### config.mk
export PLATFORM = sky130hd
export DESIGN_NAME = fifo_burst_arbiter
export DESIGN_NICKNAME = d
export VERILOG_FILES = /design/src/rtl/fifo_arb_pkg.sv /design/src/rtl/fifo_arb_rr_pick.sv /design/src/rtl/fifo_burst_arbiter.sv
export SDC_FILE = /design/constraint.sdc
export NUM_CORES = 1
export LEC_CHECK = 0
export CAP_MARGIN = 0
export CORE_AREA = 2 2 78 80
export CTS_CLUSTER_DIAMETER = 200
export DETAILED_ROUTE_END_ITERATION = 10
export DIE_AREA = 0 0 80 82
export GPL_TIMING_DRIVEN = 0
export HOLD_SLACK_MARGIN = 0.12
export PLACE_DENSITY = 0.77
export SLEW_MARGIN = 20
export SYNTH_ARGS = -nofsm -noshare
export SYNTH_HDL_FRONTEND = slang
export SYNTH_HIERARCHICAL = 1
export SYNTH_SLANG_ARGS = --single-unit
### constraint.sdc
create_clock -name clock -period 1.2 [get_ports clock]
set_input_delay 0.12 -clock clock [delete_from_list [all_inputs] [get_ports clock]]
set_output_delay 0.12 -clock clock [all_outputs]
set_load 0.005 [all_outputs]
### src/rtl/fifo_arb_pkg.sv
// Shared types and helpers for the two-requester burst arbiter in front of a FIFO enq port.
package fifo_arb_pkg;

   typedef enum logic {
      IDLE  = 1'b0,
      BURST = 1'b1
   } arb_state_t;

   localparam int ARB_REQS = 2;

   // Word counter width; a 2-word burst still needs one bit.
   function automatic int cnt_width(input int burst_len);
      return (burst_len <= 2) ? 1 : $clog2(burst_len);
   endfunction

endpackage

### src/rtl/fifo_arb_rr_pick.sv
// Combinational 2-way round-robin select: a lone requester wins, a tie goes to ~last.
module fifo_arb_rr_pick
   import fifo_arb_pkg::*;
(
   input  logic [ARB_REQS-1:0] valid,
   input  logic                last,
   output logic                pick,
   output logic                any
);

   always_comb begin
      any  = |valid;
      pick = (valid[1] & valid[0]) ? ~last : valid[1];
   end

endmodule

### src/rtl/fifo_burst_arbiter.sv
// Grants one FIFO write port to two requesters in fixed-length round-robin bursts.
// Optional FIFO_ARB_STATS_EN adds per-requester completed-burst counters.
//
//   state | meaning
//   IDLE  | no owner, all readies low; arbitrates on any valid
//   BURST | owner passes through to the FIFO until BURST_LEN words are written
module fifo_burst_arbiter
   import fifo_arb_pkg::*;
#(
   parameter int DATA_WIDTH = 64,
   parameter int BURST_LEN  = 4
) (
   input  logic                  clock,
   input  logic                  reset,
   input  logic                  io_in_0_valid,
   output logic                  io_in_0_ready,
   input  logic [DATA_WIDTH-1:0] io_in_0_bits,
   input  logic                  io_in_1_valid,
   output logic                  io_in_1_ready,
   input  logic [DATA_WIDTH-1:0] io_in_1_bits,
   output logic                  io_out_valid,
   input  logic                  io_out_ready,
   output logic [DATA_WIDTH-1:0] io_out_bits,
   output logic [ARB_REQS-1:0]   io_grant,
   output logic                  io_busy
`ifdef FIFO_ARB_STATS_EN
   ,
   output logic [15:0]           io_bursts_0,
   output logic [15:0]           io_bursts_1
`endif
);

   localparam int             CW       = cnt_width(BURST_LEN);
   localparam logic [CW-1:0]  CNT_LAST = CW'(BURST_LEN - 1);

   arb_state_t          state;
   logic                owner;
   logic                last;
   logic [CW-1:0]       count;
   logic [ARB_REQS-1:0] in_valid;
   logic                pick;
   logic                any;
   logic                owner_valid;
   logic                xfer;
   logic                burst_done;

   assign in_valid = {io_in_1_valid, io_in_0_valid};

   fifo_arb_rr_pick u_rr_pick (
      .valid (in_valid),
      .last  (last),
      .pick  (pick),
      .any   (any)
   );

   // Bits always follow the owner mux so the FIFO never sees X, even when invalid.
   always_comb begin
      owner_valid   = owner ? io_in_1_valid : io_in_0_valid;
      io_out_bits   = owner ? io_in_1_bits : io_in_0_bits;
      io_busy       = (state == BURST);
      io_out_valid  = io_busy & owner_valid;
      io_in_0_ready = io_busy & ~owner & io_out_ready;
      io_in_1_ready = io_busy & owner & io_out_ready;
      io_grant      = io_busy ? (owner ? 2'b10 : 2'b01) : 2'b00;
      xfer          = io_busy & owner_valid & io_out_ready;
      burst_done    = xfer & (count == CNT_LAST);
   end

   always_ff @(posedge clock) begin
      if (reset) begin
         state <= IDLE;
         owner <= 1'b0;
         last  <= 1'b1;
         count <= '0;
      end else begin
         case (state)
            IDLE: begin
               if (any) begin
                  owner <= pick;
                  count <= '0;
                  state <= BURST;
               end
            end
            BURST: begin
               if (burst_done) begin
                  state <= IDLE;
                  last  <= owner;
                  count <= '0;
               end else if (xfer) begin
                  count <= count + 1'b1;
               end
            end
            default: state <= IDLE;
         endcase
      end
   end

`ifdef FIFO_ARB_STATS_EN
   always_ff @(posedge clock) begin
      if (reset) begin
         io_bursts_0 <= '0;
         io_bursts_1 <= '0;
      end else if (burst_done) begin
         if (owner) io_bursts_1 <= io_bursts_1 + 16'd1;
         else       io_bursts_0 <= io_bursts_0 + 16'd1;
      end
   end
`endif

endmodule

==> flow_metrics.tcl <==
set metrics [dict create \
    status "complete, but fails checks" \
    violations "negative setup slack" \
    drv_cap 0 \
    synth-seq-cells 5 \
    syn_area_per_cell_um2 10.3 \
    vias_per_cell 4.43 \
    p_leak_nw 1.75 \
    clockPowerShare_pct 16.4 \
    seqPwrFrac_pct 9.7 \
    first_pass_iters 4 \
    vias 1805 \
    die_area_um2 6560 \
    tns_ns -19.58 \
    worst-slew-pin-transition_ns 0.290 \
    placed_area_um2 3160 \
    required_ns 1.08 \
    relSlewSlack_pct 80.6 \
    layout_commonest_cell "clkdlybuf4s50_1" \
    drt-initial-drc-count 26 \
    preCtsSetupSlack_ns -0.497 \
    cts_sinks 5 \
    die_h_um 82 \
    grt_pass1_vias 1833 \
    worstPathArrival_ns 1.47 \
    syn_nets 236 \
    drive_above_1_share_pct 54.2 \
    netlist_area_um2 1050 \
    htree_levels 1 \
    grt-ovfl-total 0 \
    gp_congestion 0.760 \
    finalCritPeriodShare_pct 133 \
    setup_viol_count_final 72 \
    grt_pass1_wl_um 10800 \
    io_buffer_count 202 \
    max_freq_ghz 0.629 \
    intPower_w 0.00140 \
    fillCellCount 461 \
    multi_input_comb_area_um2 1190 \
    initial_core_util_pct 18.2 \
    cp-start-kind "register" \
    clkLatencyLatePin_ns 0.22 \
    netlist_instances 102 \
    cts_buffer_depth 2 \
    hold_path_class "in -> reg" \
    track_usage_pct 21.9 \
    setup.worst_path.end_class "output port" \
    peakVddDrop_v 0.000683 \
    r2r-start "owner" \
    r2r_cells 6 \
    critical_path_class "reg -> out" \
    crit_fanout 6 \
    num-nets-final 467 \
    grt_max_degree 9 \
    p_comb_share_pct 73.9 \
    drv_slew 0 \
    path_clk_slew_ns 0.04 \
    power_density_nw_per_um2 483 \
    drc 0 \
    final_cell_mix "131 x clkdlybuf4s50_1, 64 x buf_6, 60 x mux2_4" \
    net-switching-power_w 0.000480 \
    std_cell_rows 28 \
    synthToLayoutAreaGrowth_pct 273 \
    design_area_um2 3900 \
    cts-root-buf "clkbuf_8" \
    antenna_left 0 \
    crit_end "io_out_bits[48]" \
    n_antenna_cell 0 \
    regArea_um2 105 \
    switching_share_pct 25.5 \
    die_x_um 80 \
    synth_warnings 6 \
    hold_viol 0 \
    antenna_found_initial 0 \
    r2r_end "last" \
    critPathLaunch "owner" \
    ioPinCount 203 \
    wl_per_cell_um 19.8 \
    fin_ws_ns -0.391 \
    cts_made_buffers 3 \
    reg2reg_slack_ns -0.20 \
    wirelength_um 8040 \
    grt_setup_unrepaired "true" \
    yosysUniqueCellTypes 20 \
    dpl.hpwl_um 5540 \
    yosysSeqAreaShare_pct 9.57 \
    min_period_ns 1.59 \
    core_region_area_um2 5750 \
    clock_skew_ns 0.00291 \
    cts_tree "built" \
]
-- metrics by stage --
step	cells	utilization [%]	hold WS [ns]	total power (W)
finish	407	67.9	0.425	0.00189
global route	407	67.9	0.489	0.00198
global placement	379	55.0	0.472	0.00126
CTS	408	66.5	0.482	0.00183
detailed placement	379	55.0	0.486	0.00127
floorplan	102	-	0.192	0.000453
-- final cells by class --
| cell class | instances | area share (%) |
|---|---|---|
| sequential | 5 | 2.69 |
| tap | 75 | 2.41 |
| clock buffer | 4 | 1.15 |
| timing repair buffer | 229 | 61.1 |
| multi-input combinational | 87 | 30.4 |
| inverter | 2 | 0.192 |
| buffer | 5 | 2.05 |
-- worst max-delay path, stage by stage (launching register included) --
cell and delay [ns]:
dfxtp_2 0.33, buf_8 0.13, buf_12 0.12, buf_8 0.12
buf_8 0.13, mux2_4 0.30, buf_6 0.12
-- power groups by stage --
stage	Sequential (W)	Clock, W	Combinational, W
final	0.000183	0.000309	0.00139
after global routing	0.000184	0.000329	0.00146
after CTS	0.000181	0.000317	0.00133
after detailed placement	0.000181	0	0.00109
after global placement	0.000181	0	0.00108
after floorplan	0.000180	0	0.000273
-- registers in the layout, summed over array words and instances, names as in the netlist --
| register | cells |
|---|---|
| last | 1 |
| count | 2 |
| io_busy | 1 |
| owner | 1 |
-- kinds of logic after synthesis --
logic type / count (synthesis) / synth area share [%]
simple gates: 14 / 7.42
buf+inv: 10 / 4.78
fa+ha+maj: 1 / 1.20
flops: 5 / 9.57
mux: 67 / 73.0
compound gates: 5 / 4.07
-- timing repair --
item,CTS,global route
setup buffers,19,6
pin swaps,4,1
hold buffers,0,0
gates cloned,6,0
resized for setup,408,43
endpoints found under the setup margin,71,73
-- synthesized netlist by cell type, drive strengths merged --
library cell | n | area share, %
o2111ai | 2 | 1.7
dfxtp | 5 | 9.6
nand2 | 1 | 0.36
or2 | 1 | 0.60
inv | 2 | 0.72
nor2b | 2 | 1.2
buf | 8 | 4.1
nand2b | 1 | 0.60
ha | 1 | 1.2
and3 | 1 | 0.60
nor3 | 1 | 0.48
a21boi | 1 | 0.72
and2 | 1 | 0.60
o41ai | 2 | 1.7
mux2 | 64 | 69
nor3b | 1 | 1.2
nor2 | 5 | 1.8
mux2i | 3 | 4.1
-- metal layers --
| layer | wire, µm | GRT usage, % | vias up |
|---|---|---|---|
| li1 | - | - | 844 |
| met1 | 2920 | 24.3 | 852 |
| met2 | 4010 | 39.0 | 101 |
| met3 | 1040 | 10.9 | 8 |
| met4 | 76 | 2.71 | 0 |
| met5 | 0 | 0 | - |
-- how the worst min path moves through the flow --
stage                        from        to  cells past startpoint
finish              io_in_1_valid     owner                      4
global route        io_in_1_valid     owner                      4
CTS                      count[1]  count[1]                      2
detailed placement       count[0]  count[0]                      1
global placement         count[0]  count[0]                      1
floorplan                   reset     owner                      1
Power figures use the tool's default switching activity.
